## config.mk

```make
export PLATFORM = sky130hd
export DESIGN_NAME = ps2_tx
export DESIGN_NICKNAME = d
export VERILOG_FILES = /design/src/rtl/ps2_pkg.sv /design/src/rtl/ps2_clk_filter.sv /design/src/rtl/ps2_tx.sv
export SDC_FILE = /design/constraint.sdc
export NUM_CORES = 1
export LEC_CHECK = 0
export ABC_AREA = 0
export BUFFER_PORTS_ARGS = -buffer_cell sky130_fd_sc_hd__buf_2
export CORE_UTILIZATION = 30
export CTS_BUF_LIST = sky130_fd_sc_hd__clkbuf_16
export DETAILED_ROUTE_END_ITERATION = 16
export PLACE_DENSITY_LB_ADDON = 0.25
export RECOVER_POWER = 25
export SLEW_MARGIN = 15
export SYNTH_ARGS = -nofsm -noshare
export SYNTH_HDL_FRONTEND = slang
export SYNTH_SLANG_ARGS = --single-unit
```

## constraint.sdc

```tcl
create_clock -name clk -period 4.5 [get_ports clk]
set_clock_uncertainty 0.2 [all_clocks]
set_input_delay 0 -clock clk [delete_from_list [all_inputs] [get_ports clk]]
set_output_delay 0 -clock clk [all_outputs]
set_load 0.01 [all_outputs]
```

## src/rtl/ps2_pkg.sv

```systemverilog
// Shared constants for the PS/2 host-side blocks: FSM encoding, 50 MHz timing
// defaults and the frame parity helper.
package ps2_pkg;

    localparam logic [3:0] IDLE     = 4'd0;
    localparam logic [3:0] REQ      = 4'd1;
    localparam logic [3:0] REQ_D    = 4'd2;
    localparam logic [3:0] START    = 4'd3;
    localparam logic [3:0] DATA     = 4'd4;
    localparam logic [3:0] STOP     = 4'd5;
    localparam logic [3:0] ACK      = 4'd6;
    localparam logic [3:0] WAIT_REL = 4'd7;
    localparam logic [3:0] DONE     = 4'd8;

    localparam int RTS_CYCLES_DEF     = 5000;
    localparam int SETUP_CYCLES_DEF   = 100;
    localparam int TIMEOUT_CYCLES_DEF = 750000;
    localparam int FILTER_LEN_DEF     = 8;

    function automatic logic odd_parity(input logic [7:0] d);
        return ~^d;
    endfunction

endpackage

```

## src/rtl/ps2_clk_filter.sv

```systemverilog
// Glitch filter for the device-driven ps2c line; the output only changes after
// FILTER_LEN identical samples, and fall_tick_o marks each filtered 1->0 edge.
module ps2_clk_filter
    import ps2_pkg::*;
#(
    parameter int FILTER_LEN = FILTER_LEN_DEF
) (
    input  logic clk,
    input  logic reset,
    input  logic ps2c_i,
    output logic filt_o,
    output logic fall_tick_o
);

    logic [FILTER_LEN-1:0] sr_q, sr_d;
    logic                  filt_q, filt_d;

    always_comb begin
        sr_d   = {sr_q[FILTER_LEN-2:0], ps2c_i};
        filt_d = filt_q;
        if (&sr_q)
            filt_d = 1'b1;
        else if (~|sr_q)
            filt_d = 1'b0;
    end

    always_ff @(posedge clk) begin
        if (!reset) begin
            sr_q   <= '0;
            filt_q <= 1'b0;
        end else begin
            sr_q   <= sr_d;
            filt_q <= filt_d;
        end
    end

    assign filt_o      = filt_q;
    assign fall_tick_o = filt_q & ~filt_d;

endmodule

```

## src/rtl/ps2_tx.sv

```systemverilog
// PS/2 host-to-device byte transmitter. Drives only open-drain low enables;
// the device supplies the clock once the host releases ps2c.
module ps2_tx
    import ps2_pkg::*;
#(
    parameter int RTS_CYCLES     = RTS_CYCLES_DEF,
    parameter int SETUP_CYCLES   = SETUP_CYCLES_DEF,
    parameter int TIMEOUT_CYCLES = TIMEOUT_CYCLES_DEF,
    parameter int FILTER_LEN     = FILTER_LEN_DEF
) (
    input  logic       clk,
    input  logic       reset,
    input  logic       wr_ps2,
    input  logic [7:0] din,
    input  logic       ps2c_in,
    input  logic       ps2d_in,
    output logic       ps2c_oe,
    output logic       ps2d_oe,
    output logic       tx_idle,
    output logic       tx_done_tick,
    output logic       tx_err
);

    localparam int MAX_A = (RTS_CYCLES > SETUP_CYCLES) ? RTS_CYCLES : SETUP_CYCLES;
    localparam int MAX_C = (MAX_A > TIMEOUT_CYCLES) ? MAX_A : TIMEOUT_CYCLES;
    localparam int CNT_W = $clog2(MAX_C + 1);

    localparam logic [CNT_W-1:0] RTS_LAST   = CNT_W'(RTS_CYCLES - 1);
    localparam logic [CNT_W-1:0] SETUP_LAST = CNT_W'(SETUP_CYCLES - 1);
    localparam logic [CNT_W-1:0] TO_LAST    = CNT_W'(TIMEOUT_CYCLES - 1);

    logic [3:0]       state_q, state_d;
    logic [CNT_W-1:0] cnt_q, cnt_d;
    logic [3:0]       n_q, n_d;
    logic             bit_q, bit_d;
    logic             err_q, err_d;
    logic [8:0]       frame_q, frame_d;
    logic             filt, fall_tick;

    ps2_clk_filter #(.FILTER_LEN(FILTER_LEN)) u_filter (
        .clk        (clk),
        .reset      (reset),
        .ps2c_i     (ps2c_in),
        .filt_o     (filt),
        .fall_tick_o(fall_tick)
    );

    always_comb begin
        state_d = state_q;
        cnt_d   = cnt_q;
        n_d     = n_q;
        bit_d   = bit_q;
        err_d   = err_q;
        frame_d = frame_q;
        case (state_q)
            IDLE: begin
                cnt_d = '0;
                if (wr_ps2) begin
                    frame_d = {odd_parity(din), din};
                    err_d   = 1'b0;
                    state_d = REQ;
                end
            end
            REQ: begin
                if (cnt_q == RTS_LAST) begin
                    cnt_d   = '0;
                    state_d = REQ_D;
                end else begin
                    cnt_d = cnt_q + CNT_W'(1);
                end
            end
            REQ_D: begin
                if (cnt_q == SETUP_LAST) begin
                    cnt_d   = '0;
                    state_d = START;
                end else begin
                    cnt_d = cnt_q + CNT_W'(1);
                end
            end
            START, DATA, STOP, ACK, WAIT_REL: begin
                // Same counter doubles as the inter-edge watchdog once the device owns the clock.
                cnt_d = fall_tick ? '0 : cnt_q + CNT_W'(1);
                if (!fall_tick && cnt_q == TO_LAST) begin
                    err_d   = 1'b1;
                    state_d = DONE;
                end else begin
                    case (state_q)
                        START: if (fall_tick) begin
                            bit_d   = frame_q[0];
                            n_d     = 4'd0;
                            state_d = DATA;
                        end
                        DATA: if (fall_tick) begin
                            bit_d = frame_q[n_q + 4'd1];
                            n_d   = n_q + 4'd1;
                            if (n_q == 4'd7)
                                state_d = STOP;
                        end
                        STOP: if (fall_tick) begin
                            bit_d   = 1'b1;
                            state_d = ACK;
                        end
                        ACK: if (fall_tick) begin
                            err_d   = ps2d_in;
                            state_d = WAIT_REL;
                        end
                        default: if (filt && ps2d_in)
                            state_d = DONE;
                    endcase
                end
            end
            DONE:    state_d = IDLE;
            default: state_d = IDLE;
        endcase
    end

    always_ff @(posedge clk) begin
        if (!reset) begin
            state_q <= IDLE;
            cnt_q   <= '0;
            n_q     <= 4'd0;
            bit_q   <= 1'b1;
            err_q   <= 1'b0;
        end else begin
            state_q <= state_d;
            cnt_q   <= cnt_d;
            n_q     <= n_d;
            bit_q   <= bit_d;
            err_q   <= err_d;
        end
    end

    always_ff @(posedge clk) begin
        frame_q <= frame_d;
    end

    assign ps2c_oe      = (state_q == REQ) || (state_q == REQ_D);
    assign ps2d_oe      = (state_q == REQ_D) || (state_q == START) ||
                          (((state_q == DATA) || (state_q == STOP)) && !bit_q);
    assign tx_idle      = (state_q == IDLE);
    assign tx_done_tick = (state_q == DONE);
    assign tx_err       = (state_q == DONE) && err_q;

endmodule

```

=== After elaboration in Yosys (flattened, before gate mapping) ===
Index checks and enable logic that the tools add are counted.

* Add/subtract/negate cells: 2
* Magnitude comparators: 1
* Eq/ne operators: 26
* Mux-type cells: 32
* Bitwise operators: 3
* Reductions and logical operators: 24

{| class="wikitable"
|+ Operator list
! cell !! count
|-
| 20-bit one-hot mux with 4 select lines || 1
|-
| 20-bit two-way mux || 3
|-
| 4-bit two-way mux || 12
|-
| 4-bit one-hot mux with 4 select lines || 2
|-
| 20-bit by 1-bit adder with 20-bit output, second input constant || 1
|-
| 20-bit by 13-bit == test with 1-bit output, second input constant || 1
|-
| 20-bit == test, second input constant || 1
|-
| 20-bit by 7-bit == test with 1-bit output, second input constant || 1
|-
| 4-bit by 3-bit == test with 1-bit output, second input constant || 5
|-
| 4-bit inequality test, second input constant || 5
|-
| 2-bit inequality test, second input constant || 6
|-
| 1-bit two-way mux || 10
|-
| 9-bit AND reduction || 1
|-
| 4-bit by 2-bit == test with 1-bit output, second input constant || 2
|-
| 4-bit one-hot mux with 2 select lines || 1
|-
| 8-bit AND reduction || 1
|-
| 8-bit OR reduction || 1
|-
| 8-bit XNOR reduction || 1
|-
| 7-bit inequality test, second input constant || 1
|-
| 3-bit inequality test, second input constant || 2
|-
| 6-bit AND reduction || 1
|-
| 4-bit by 5-bit < comparator with 1-bit output, second input constant || 1
|-
| 5-bit AND reduction || 1
|-
| 5-bit OR reduction || 1
|-
| 17 further kinds || 26
|}

* Register bits after elaboration: 48
* Input bits: 13
* Output and inout bits: 5
* Logic and storage cells: 96

=== Depth between registers and ports, before layout ===
Gate-level depths: netlist of the first run.

* Depth in word-level cells: 9
* Depth in mapped cells: 9
* Depth with buffers taken out: 7

=== Modules after synthesis ===
From an unflattened synthesis of the first run, not the netlist that was laid out.

* Cell total of the unflattened synthesis: 294
* Area total of the unflattened synthesis: 2628.8 µm²

{| class="wikitable"
|+ By module, submodules not included
! module !! instances !! cells an instance !! area an instance (µm²) !! seq. area each (µm²)
|-
| ps2_tx || 1 || 268 || 2326.0 || 870.8
|-
| ps2_clk_filter || 1 || 26 || 302.8 || 180.2
|}

=== Least setup slack after synthesis of the first run ===
Ideal clock, no wire load.

* Path kind: flip-flop to flip-flop
* From: register cnt_q[0]
* To: register cnt_q[7]
* Library setup time: 0.117 ns
* Arrival: 1.924 ns
* Path slack: 2.259 ns
* Cell stages (with the launch flop): 9
* Buffers on the path: 1
* Clock period less this slack: 2.241 ns
* Path through: dfxtp_1 -> ha_1 -> nor2b_1 -> nand4_2 -> o311ai_4 -> a31oi_4 -> buf_6 -> a21o_1 -> a32o_1

* Longest elaborated chain between the ends: 3
* Elaborated cells on any way between the ends: 7
* Those cells by class: add/sub: 1; eq/ne: 2; mux: 4

{| class="wikitable"
|+ Ends and longest elaborated chain
! item !! line !! text
|-
| start, declared || ps2_tx.sv:33 || <nowiki>logic [CNT_W-1:0] cnt_q, cnt_d;</nowiki>
|-
| start signal, assigned || ps2_tx.sv:126 || <nowiki>cnt_q <= cnt_d;</nowiki>
|-
| 20-bit by 1-bit adder with 20-bit output (tied with other cells) || ps2_tx.sv:69, ps2_tx.sv:77, ps2_tx.sv:82 ||
|-
| 20-bit two-way mux, on equally long branches || ps2_tx.sv:82, ps2_tx.sv:65, ps2_tx.sv:73 ||
|-
| 20-bit one-hot mux with 4 select lines * || ps2_tx.sv:55 || <nowiki>case (state_q)</nowiki>
|}

Mark *: on every way between the ends. The rest lies on a longest branch, timed or not.
A chain may end at the register's enable or synchronous reset.

=== Worst setup path in the final report of the first run ===
* From: register state_q[0]
* To: register cnt_q[11]

* Longest elaborated chain between the ends: 3
* Elaborated cells on any way between the ends: 11
* Those cells by class: eq/ne: 7; mux: 1; reduce/logical: 3

{| class="wikitable"
|+ Ends and longest elaborated chain
! item !! line !! text
|-
| start, declared || ps2_tx.sv:32 || <nowiki>logic [3:0] state_q, state_d;</nowiki>
|-
| start signal, assigned || ps2_tx.sv:125 || <nowiki>state_q <= state_d;</nowiki>
|-
| 4-bit by 2-bit == test with 1-bit output / 4-bit by 3-bit == test with 1-bit output (equally long branches) || ps2_tx.sv:55 ||
|-
| 5-bit OR reduction || ps2_tx.sv:55 ||
|-
| 20-bit one-hot mux with 4 select lines / 4-bit nonzero test (equally long branches) || -- ||
|}

Parallel ways exist; a longest one is shown, timed or not.

==> results of run 1 <==
==> worst paths after layout <==
path                            slack [ps]                      to  cells past startpoint                     from
worst min register to register         270      bit_q$_SDFFE_PN1P_                      2       bit_q$_SDFFE_PN1P_
worst max register to register        1830  cnt_q[11]$_SDFFE_PN0P_                      6  state_q[0]$_SDFFE_PN0P_
worst min-delay path                   270      bit_q$_SDFFE_PN1P_                      2       bit_q$_SDFFE_PN1P_
worst max-delay path                  1830  cnt_q[11]$_SDFFE_PN0P_                      6  state_q[0]$_SDFFE_PN0P_
==> per-layer routing <==
metal,vias to the layer above,wire length [um],global-route usage
li1,1085,-,-
met4,0,59,0.0462
met3,4,151,0.0244
met1,956,2670,0.180
met5,-,0,0
met2,40,2420,0.200
==> repair_timing <==
action                                 4_1_cts  5_1_grt
setup buffers                                0        0
hold buffers                                13        0
endpoints found under the hold margin       22        0
gates resized for setup                      0        0
==> worst max-delay path, stage by stage (launching register included) <==
cell and delay, ps:
sky130_fd_sc_hd__dfxtp_1 490, sky130_fd_sc_hd__and2_1 260, sky130_fd_sc_hd__nor2_1 90, sky130_fd_sc_hd__or3_1 390, sky130_fd_sc_hd__a31oi_4 720, sky130_fd_sc_hd__or2b_1 280
sky130_fd_sc_hd__a31oi_1 160
==> layout by cell type (no fill, tap or decap), types with 4 or more instances in the layout <==
| cell | instances |
|---|---|
| sky130_fd_sc_hd__nor3_1 | 5 |
| sky130_fd_sc_hd__nand2_1 | 25 |
| sky130_fd_sc_hd__clkbuf_16 | 5 |
| sky130_fd_sc_hd__nand3_1 | 16 |
| sky130_fd_sc_hd__xnor2_1 | 10 |
| sky130_fd_sc_hd__nor4_1 | 5 |
| sky130_fd_sc_hd__o211ai_1 | 4 |
| sky130_fd_sc_hd__mux2i_1 | 5 |
| sky130_fd_sc_hd__nand4_1 | 7 |
| sky130_fd_sc_hd__and2_1 | 10 |
| sky130_fd_sc_hd__dfxtp_1 | 39 |
| sky130_fd_sc_hd__edfxtp_1 | 9 |
| sky130_fd_sc_hd__and3_1 | 5 |
| sky130_fd_sc_hd__inv_1 | 7 |
| sky130_fd_sc_hd__buf_2 | 8 |
| sky130_fd_sc_hd__nor2b_1 | 7 |
| sky130_fd_sc_hd__dlygate4sd3_1 | 13 |
| sky130_fd_sc_hd__o21ai_0 | 5 |
| sky130_fd_sc_hd__nand3b_1 | 4 |
| sky130_fd_sc_hd__nand2b_1 | 8 |
| sky130_fd_sc_hd__nor2_1 | 26 |
| sky130_fd_sc_hd__clkbuf_1 | 9 |
| sky130_fd_sc_hd__a31oi_1 | 13 |
| sky130_fd_sc_hd__a21oi_1 | 21 |
| sky130_fd_sc_hd__or3_1 | 4 |
==> Yosys cell counts (4+ instances only) <==
cell type | n | area share
sky130_fd_sc_hd__a21oi_1 | 21 | 0.042
sky130_fd_sc_hd__a31oi_1 | 13 | 0.032
sky130_fd_sc_hd__and2_1 | 13 | 0.032
sky130_fd_sc_hd__and3_1 | 5 | 0.012
sky130_fd_sc_hd__clkbuf_1 | 7 | 0.010
sky130_fd_sc_hd__dfxtp_1 | 39 | 0.31
sky130_fd_sc_hd__edfxtp_1 | 9 | 0.11
sky130_fd_sc_hd__inv_1 | 6 | 0.0090
sky130_fd_sc_hd__mux2i_1 | 5 | 0.020
sky130_fd_sc_hd__nand2_1 | 25 | 0.037
sky130_fd_sc_hd__nand2b_1 | 8 | 0.020
sky130_fd_sc_hd__nand3_1 | 16 | 0.032
sky130_fd_sc_hd__nand3b_1 | 4 | 0.012
sky130_fd_sc_hd__nand4_1 | 7 | 0.017
sky130_fd_sc_hd__nor2_1 | 26 | 0.039
sky130_fd_sc_hd__nor2b_1 | 7 | 0.017
sky130_fd_sc_hd__nor3_1 | 5 | 0.010
sky130_fd_sc_hd__nor4_1 | 5 | 0.012
sky130_fd_sc_hd__o211ai_1 | 4 | 0.012
sky130_fd_sc_hd__o21ai_0 | 5 | 0.010
sky130_fd_sc_hd__or3_1 | 4 | 0.010
sky130_fd_sc_hd__xnor2_1 | 10 | 0.035
==> state kept, by name, summed over array words and instances, names as in the netlist <==
register	flops
state_q	4
cnt_q	20
u_filter.sr_q	8
bit_q	1
err_q	1
u_filter.filt_o	1
n_q	4
frame_q	9
==> per-stage QoR <==
step / area, um^2 / hold slack, ps / cells / total power [W] / util
detailed placement: 2670 / 7.76 / 392 / 0.000833 / 0.326
CTS: 2940 / 242 / 413 / 0.00121 / 0.359
floorplan: 2510 / -101 / 282 / 0.000779 / -
finish: 2920 / 272 / 413 / 0.00119 / 0.358
global placement: 2670 / 5.51 / 392 / 0.000833 / 0.326
global route: 2920 / 296 / 413 / 0.00127 / 0.358
==> final cells by class <==
| class | count | share of cell area |
|---|---|---|
| multi-input combinational | 216 | 0.470 |
| inverter | 6 | 0.00770 |
| clock inverter | 3 | 0.00513 |
| tap | 105 | 0.0449 |
| timing repair buffer | 30 | 0.0697 |
| clock buffer | 5 | 0.0428 |
| sequential | 48 | 0.359 |
==> report_power, final <==
part	switching, W	leakage [nW]	internal [W]
sequential	0.0000346	0.401	0.000483
clock	0.000160	0.0687	0.000202
combinational	0.000181	0.555	0.000131
==> logic make-up after synthesis <==
| kind of cell | share of synthesized area |
|---|---|
| buffers and inverters | 0.0344 |
| XOR/XNOR | 0.0383 |
| AND/OR/NAND/NOR | 0.293 |
| flip-flops | 0.418 |
| adder cells (fa/ha/maj) | 0.0139 |
| AO/OA/AOI/OAI | 0.164 |
| multiplexers | 0.0378 |
==> flow_results.xml, run 1 <==
<?xml version="1.0" encoding="UTF-8"?>
<metrics>
  <group name="global_routing">
    <metric name="first_global_vias" unit="">1806</metric>
    <metric name="globalRouteTotalUtil" unit="">0.130</metric>
    <metric name="globalRouteOverflowTotal" unit="">0</metric>
    <metric name="maximum_number_of_pins_on_one_net_before_global_route_repair" unit="">36</metric>
    <metric name="grt_pass1_wl" unit="um">8910</metric>
    <metric name="antenna_found_initial" unit="">0</metric>
  </group>
  <group name="cells_and_area">
    <metric name="area_growth" unit="%">16.4</metric>
    <metric name="ff_latch_area" unit="um^2">1050</metric>
    <metric name="fin_nets" unit="">322</metric>
    <metric name="antenna_diode_count" unit="">0</metric>
    <metric name="post_route_cells_drive_above_1_share" unit="">0.0682</metric>
    <metric name="area_of_the_multi_input_gates" unit="um^2">1380</metric>
    <metric name="nFillCells" unit="">822</metric>
  </group>
  <group name="detailed_routing">
    <metric name="route.detailed.drc" unit="">0</metric>
    <metric name="via_to_cell_ratio" unit="">5.05</metric>
    <metric name="detailedRoute.firstIterationViolations" unit="">80</metric>
    <metric name="total_detailed_routing_wirelength" unit="um">5300</metric>
    <metric name="via_count" unit="">2085</metric>
    <metric name="antenna_viol_nets_final" unit="">0</metric>
    <metric name="avgRoutedWirePerCell" unit="um">12.8</metric>
    <metric name="detailedRoute.firstPassIterationCount" unit="">6</metric>
  </group>
  <group name="placed_design">
    <metric name="place.detailed.hpwl" unit="um">3740</metric>
    <metric name="buffer_ports.inserted" unit="">17</metric>
    <metric name="place.gp.congestion" unit="">0.795</metric>
    <metric name="place_worst_setup_slack" unit="ps">1860</metric>
  </group>
  <group name="timing">
    <metric name="final.min_clock_period" unit="ps">2670</metric>
    <metric name="grt_setup_unrepaired" unit="">no</metric>
    <metric name="worst-slew-pin-transition" unit="ps">832</metric>
    <metric name="final_cycle_share" unit="">0.593</metric>
    <metric name="timing.fmax" unit="GHz">0.375</metric>
    <metric name="final_count_of_negative_setup_slack_endpoints" unit="">0</metric>
    <metric name="finalHoldViolations" unit="">0</metric>
    <metric name="final_critical_path_setup_slack" unit="ps">1830</metric>
    <metric name="slew-limit-headroom" unit="">0.445</metric>
    <metric name="timing.final.max_slew_violations" unit="">0</metric>
    <metric name="final.setup.tns" unit="ps">0</metric>
  </group>
  <group name="clocking">
    <metric name="cts-root-to-sink-buffers" unit="">2</metric>
    <metric name="cts_made_buffers" unit="">5</metric>
    <metric name="cts-root-buf" unit="">sky130_fd_sc_hd__clkbuf_16</metric>
    <metric name="clkLatencyLatePin" unit="ps">290</metric>
    <metric name="clkSlewWorstSetupHoldPaths" unit="ps">70</metric>
    <metric name="ctsHtreeMaxLevel" unit="">2</metric>
    <metric name="tritoncts" unit="">built</metric>
    <metric name="numClockSinks" unit="">48</metric>
  </group>
  <group name="die">
    <metric name="die_width" unit="um">93.5</metric>
    <metric name="io_pins" unit="">18</metric>
    <metric name="fp.dieArea" unit="um^2">8750</metric>
    <metric name="die_height" unit="um">93.5</metric>
    <metric name="num_rows" unit="">33</metric>
    <metric name="design.core.area" unit="um^2">8180</metric>
    <metric name="start_util" unit="">0.307</metric>
  </group>
  <group name="setup_path">
    <metric name="worstPathMaxFanout" unit="">35</metric>
    <metric name="worst-setup-path-type" unit="">reg -&gt; reg</metric>
    <metric name="timing.critical_path.from_type" unit="">flip-flop</metric>
    <metric name="critical_path.endpoint_type" unit="">flip-flop</metric>
    <metric name="cp.required" unit="ps">4510</metric>
    <metric name="worst-endpoint-arrival" unit="ps">2680</metric>
  </group>
  <group name="logic_synthesis">
    <metric name="mapped_cell_area" unit="um^2">2510</metric>
    <metric name="postSynthAreaPerCell" unit="um^2">8.91</metric>
    <metric name="postSynthRegisterBits" unit="">48</metric>
    <metric name="yosysWarningCount" unit="">0</metric>
    <metric name="syn_inst" unit="">282</metric>
    <metric name="async_reset_ff_frac" unit="">0</metric>
    <metric name="synth_enable_flop_cells" unit="">9</metric>
    <metric name="synth_flop_cell" unit="">sky130_fd_sc_hd__dfxtp_1</metric>
    <metric name="synth.yosys.seq_area_share" unit="">0.418</metric>
    <metric name="synth_nets" unit="">297</metric>
    <metric name="synthDistinctLibCells" unit="">45</metric>
  </group>
  <group name="outcome">
    <metric name="outcome" unit="">complete, no violations</metric>
  </group>
  <group name="power_and_ir_drop">
    <metric name="cellPowerDensity" unit="nW/um^2">407</metric>
    <metric name="leakagePower" unit="nW">1.03</metric>
    <metric name="max-vdd-ir-drop" unit="mV">0.155</metric>
  </group>
  <group name="job">
    <metric name="cap_violations" unit="">0</metric>
  </group>
  <group name="min_path">
    <metric name="worstHoldPathType" unit="">reg -&gt; reg</metric>
  </group>
</metrics>
Power figures use the tool's default switching activity.
==> inputs of run 2 (changes only) <==
Settings changed: ABC_AREA 0 to 1.
Clock period 4.5 ns to 2.3 ns, I/O delays scaled along.
==> flow_results.xml, run 2 <==
<?xml version="1.0" encoding="UTF-8"?>
<metrics>
  <group name="detailed_routing">
    <metric name="avgRoutedWirePerCell" unit="um">10.9</metric>
    <metric name="route.detailed.drc" unit="">0</metric>
    <metric name="detailedRoute.firstIterationViolations" unit="">144</metric>
    <metric name="via_count" unit="">2580</metric>
    <metric name="via_to_cell_ratio" unit="">4.60</metric>
    <metric name="detailedRoute.firstPassIterationCount" unit="">5</metric>
    <metric name="antenna_viol_nets_final" unit="">0</metric>
    <metric name="total_detailed_routing_wirelength" unit="um">6130</metric>
  </group>
  <group name="global_routing">
    <metric name="globalRouteOverflowTotal" unit="">0</metric>
    <metric name="globalRouteTotalUtil" unit="">0.134</metric>
    <metric name="maximum_number_of_pins_on_one_net_before_global_route_repair" unit="">25</metric>
    <metric name="grt_pass1_wl" unit="um">10800</metric>
    <metric name="first_global_vias" unit="">2347</metric>
    <metric name="antenna_found_initial" unit="">0</metric>
  </group>
  <group name="logic_synthesis">
    <metric name="async_reset_ff_frac" unit="">0</metric>
    <metric name="synth_flop_cell" unit="">sky130_fd_sc_hd__dfxtp_1</metric>
    <metric name="postSynthAreaPerCell" unit="um^2">6.74</metric>
    <metric name="synthDistinctLibCells" unit="">33</metric>
    <metric name="netlist.top_cell.by_area" unit="">sky130_fd_sc_hd__dfxtp_1</metric>
    <metric name="largest_family_of_logic_cells_by_synthesized_area" unit="">simple AND/OR/NAND/NOR gates</metric>
    <metric name="yosysWarningCount" unit="">0</metric>
    <metric name="mapped_cell_area" unit="um^2">2840</metric>
    <metric name="postSynthRegisterBits" unit="">48</metric>
    <metric name="synth_xor_area_frac" unit="">0.0679</metric>
    <metric name="yosys-top-cells-area" unit="">sky130_fd_sc_hd__dfxtp_1 28%, sky130_fd_sc_hd__nand2_1 16%, sky130_fd_sc_hd__edfxtp_1 9.5%</metric>
    <metric name="synth_compound_gate_area_share" unit="">0.0926</metric>
    <metric name="syn_inst" unit="">421</metric>
    <metric name="netlist.area_leader.share" unit="">0.275</metric>
    <metric name="proportion_of_synthesized_area_in_mux_cells" unit="">0</metric>
    <metric name="synthTopCellsByCount" unit="">118 x sky130_fd_sc_hd__nand2_1, 53 x sky130_fd_sc_hd__nor2_1, 51 x sky130_fd_sc_hd__inv_1</metric>
    <metric name="synthSimpleGateAreaFrac" unit="">0.364</metric>
    <metric name="synth.most_common_cell" unit="">sky130_fd_sc_hd__nand2_1</metric>
    <metric name="synth_nets" unit="">436</metric>
    <metric name="synth_adder_area_share" unit="">0.00882</metric>
    <metric name="synth_enable_flop_cells" unit="">9</metric>
    <metric name="synth.yosys.seq_area_share" unit="">0.371</metric>
  </group>
  <group name="setup_path">
    <metric name="worst-endpoint-arrival" unit="ps">1920</metric>
    <metric name="timing.critical_path.from_type" unit="">flip-flop</metric>
    <metric name="reg2reg_to" unit="">cnt_q[3]$_SDFFE_PN0P_</metric>
    <metric name="reg2reg_setup_slack" unit="ps">370</metric>
    <metric name="worst_r2r_startpoint" unit="">cnt_q[0]$_SDFFE_PN0P_</metric>
    <metric name="worst-setup-path-type" unit="">reg -&gt; reg</metric>
    <metric name="worstPathMaxFanout" unit="">20</metric>
    <metric name="cp.required" unit="ps">2290</metric>
    <metric name="critical_path.startpoint" unit="">cnt_q[0]$_SDFFE_PN0P_</metric>
    <metric name="worst-r2r-cell-count" unit="">11</metric>
    <metric name="cp-endpoint" unit="">cnt_q[3]$_SDFFE_PN0P_</metric>
    <metric name="critical_path.endpoint_type" unit="">flip-flop</metric>
  </group>
  <group name="power_and_ir_drop">
    <metric name="design_power_total" unit="W">0.00251</metric>
    <metric name="p_clk_frac" unit="">0.319</metric>
    <metric name="power_switching_share" unit="">0.334</metric>
    <metric name="max-vdd-ir-drop" unit="mV">0.472</metric>
    <metric name="cellInternalPower" unit="W">0.00167</metric>
    <metric name="power.sequential.fraction" unit="">0.400</metric>
    <metric name="cellPowerDensity" unit="nW/um^2">758</metric>
    <metric name="leakagePower" unit="nW">1.40</metric>
    <metric name="p_comb_frac" unit="">0.282</metric>
    <metric name="net-switching-power" unit="W">0.000839</metric>
  </group>
  <group name="timing">
    <metric name="final.setup.tns" unit="ps">0</metric>
    <metric name="slew-limit-headroom" unit="">0.423</metric>
    <metric name="finalHoldViolations" unit="">0</metric>
    <metric name="final_cycle_share" unit="">0.838</metric>
    <metric name="timing.final.max_slew_violations" unit="">0</metric>
    <metric name="final.min_clock_period" unit="ps">1930</metric>
    <metric name="worst-slew-pin-transition" unit="ps">865</metric>
    <metric name="final_critical_path_setup_slack" unit="ps">373</metric>
    <metric name="timing.fmax" unit="GHz">0.519</metric>
    <metric name="final_count_of_negative_setup_slack_endpoints" unit="">0</metric>
    <metric name="grt_setup_unrepaired" unit="">no</metric>
  </group>
  <group name="cells_and_area">
    <metric name="final_core_utilization" unit="">0.360</metric>
    <metric name="stdcell_area" unit="um^2">3310</metric>
    <metric name="fin_nets" unit="">464</metric>
    <metric name="area_growth" unit="%">16.9</metric>
    <metric name="largest_register_ffs" unit="">20</metric>
    <metric name="mostFrequentLayoutCells" unit="">118 x sky130_fd_sc_hd__nand2_1, 53 x sky130_fd_sc_hd__nor2_1, 51 x sky130_fd_sc_hd__inv_1</metric>
    <metric name="post_route_cells_drive_above_1_share" unit="">0.120</metric>
    <metric name="layout.cells.most_common" unit="">sky130_fd_sc_hd__nand2_1</metric>
    <metric name="antenna_diode_count" unit="">0</metric>
    <metric name="register_containing_the_most_flip_flops_in_the_final_layout" unit="">cnt_q</metric>
    <metric name="largest_registers" unit="">cnt_q x20, frame_q x9, u_filter.sr_q x8</metric>
  </group>
  <group name="placed_design">
    <metric name="place.gp.congestion" unit="">0.863</metric>
    <metric name="buffer_ports.inserted" unit="">17</metric>
    <metric name="place.detailed.hpwl" unit="um">4450</metric>
    <metric name="place_worst_setup_slack" unit="ps">354</metric>
    <metric name="placedInstanceArea" unit="um^2">3040</metric>
  </group>
  <group name="clocking">
    <metric name="cts_made_buffers" unit="">5</metric>
    <metric name="clkSlewWorstSetupHoldPaths" unit="ps">70</metric>
    <metric name="post_cts_buffers" unit="">0</metric>
    <metric name="cts_resized" unit="">0</metric>
    <metric name="cts-root-buf" unit="">sky130_fd_sc_hd__clkbuf_16</metric>
    <metric name="numClockSinks" unit="">48</metric>
    <metric name="clkLatencyLatePin" unit="ps">290</metric>
    <metric name="tritoncts" unit="">built</metric>
    <metric name="ctsHtreeMaxLevel" unit="">2</metric>
    <metric name="cts-root-to-sink-buffers" unit="">2</metric>
  </group>
  <group name="job">
    <metric name="cap_violations" unit="">0</metric>
  </group>
  <group name="min_path">
    <metric name="worstHoldPathType" unit="">in -&gt; reg</metric>
    <metric name="min-delay-start" unit="">wr_ps2</metric>
  </group>
  <group name="die">
    <metric name="fp.dieArea" unit="um^2">9850</metric>
    <metric name="start_util" unit="">0.308</metric>
    <metric name="design.core.area" unit="um^2">9200</metric>
    <metric name="io_pins" unit="">18</metric>
    <metric name="die_width" unit="um">99.2</metric>
    <metric name="die_height" unit="um">99.2</metric>
    <metric name="num_rows" unit="">35</metric>
  </group>
  <group name="outcome">
    <metric name="outcome" unit="">complete, no violations</metric>
  </group>
</metrics>
[run 2: changes by cell type after synthesis, sizes merged, moves of 6 or more]
cell    change
a21oi       +6
nand2b      -8
nand2     +101
and2       -13
nor2       +36
xor2       +14
nand3      +12
nor2b       -7
a31oi      -12
o21ai       +7
inv        +52
[run 2: layout make-up]
type / instances / area (um^2)
multi-input cells: 303 / 1510
repair buffers: 33 / 225
inverters: 58 / 218
flip-flops and latches: 48 / 1050
well taps: 111 / 139
clock buffers: 6 / 150
fillers: 998 / 5880
clock inverters: 2 / 17.5
[run 2: logic make-up (layout without fill, tap and decap cells)]
logic type / after synthesis / in the layout
buffers and inverters: 70 / 99
AND/OR/NAND/NOR: 231 / 231
flip-flops: 48 / 48
adder cells (fa/ha/maj): 2 / 2
AO/OA/AOI/OAI: 48 / 48
XOR/XNOR: 22 / 22
[run 2: worst min-delay path by stage]
stage | slack (ps) | cells past startpoint | endpoint
final | 30 | 4 | frame_q[1]$_DFFE_PP_
after global routing | 70 | 4 | frame_q[7]$_DFFE_PP_
after CTS | 40 | 4 | frame_q[0]$_DFFE_PP_
after detailed placement | -7 | 3 | u_filter.sr_q[0]$_SDFF_PN0_
after global placement | -10 | 3 | u_filter.sr_q[0]$_SDFF_PN0_
after floorplan | -100 | 2 | u_filter.sr_q[0]$_SDFF_PN0_
[run 2: what timing repair did]
| action | 4_1_cts | 5_1_grt |
|---|---|---|
| endpoints found under the setup margin | 0 | 0 |
| hold endpoints to repair | 23 | 0 |
| hold buffers | 12 | 0 |
[run 2: power groups by stage]
stage / logic [W] / clock network (W) / registers [W]
6_report: 0.000708 / 0.000801 / 0.00100
5_1_grt: 0.000818 / 0.000860 / 0.00101
3_3_place_gp: 0.000696 / 0 / 0.00102
3_5_place_dp: 0.000699 / 0 / 0.00102
4_1_cts: 0.000718 / 0.000832 / 0.00100
2_1_floorplan: 0.000534 / 0 / 0.00101
[run 2: metrics by stage]
step | hold slack, ps | instances
after global placement | -9.90 | 541
after floorplan | -102 | 421
final | 32.7 | 561
after global routing | 67.5 | 561
after CTS | 41.9 | 561
after detailed placement | -7.23 | 541
[run 2: routing by layer]
layer	track usage	share of wire	vias up
met5	0	0	-
met3	0.0253	0.044	5
met1	0.184	0.50	1133
met2	0.218	0.44	70
li1	-	-	1372
met4	0.0328	0.0093	0
[run 2: critical path, cell delays in order, from the launching register on]
cell	delay, ps
sky130_fd_sc_hd__dfxtp_1	390
sky130_fd_sc_hd__ha_1	290
sky130_fd_sc_hd__nand3_1	110
sky130_fd_sc_hd__nor2_1	140
sky130_fd_sc_hd__nand3_1	100
sky130_fd_sc_hd__nand2_1	90
sky130_fd_sc_hd__o211ai_1	80
sky130_fd_sc_hd__buf_4	220
sky130_fd_sc_hd__nand2_1	80
sky130_fd_sc_hd__nand2_1	50
sky130_fd_sc_hd__nand2_1	50
sky130_fd_sc_hd__inv_1	40
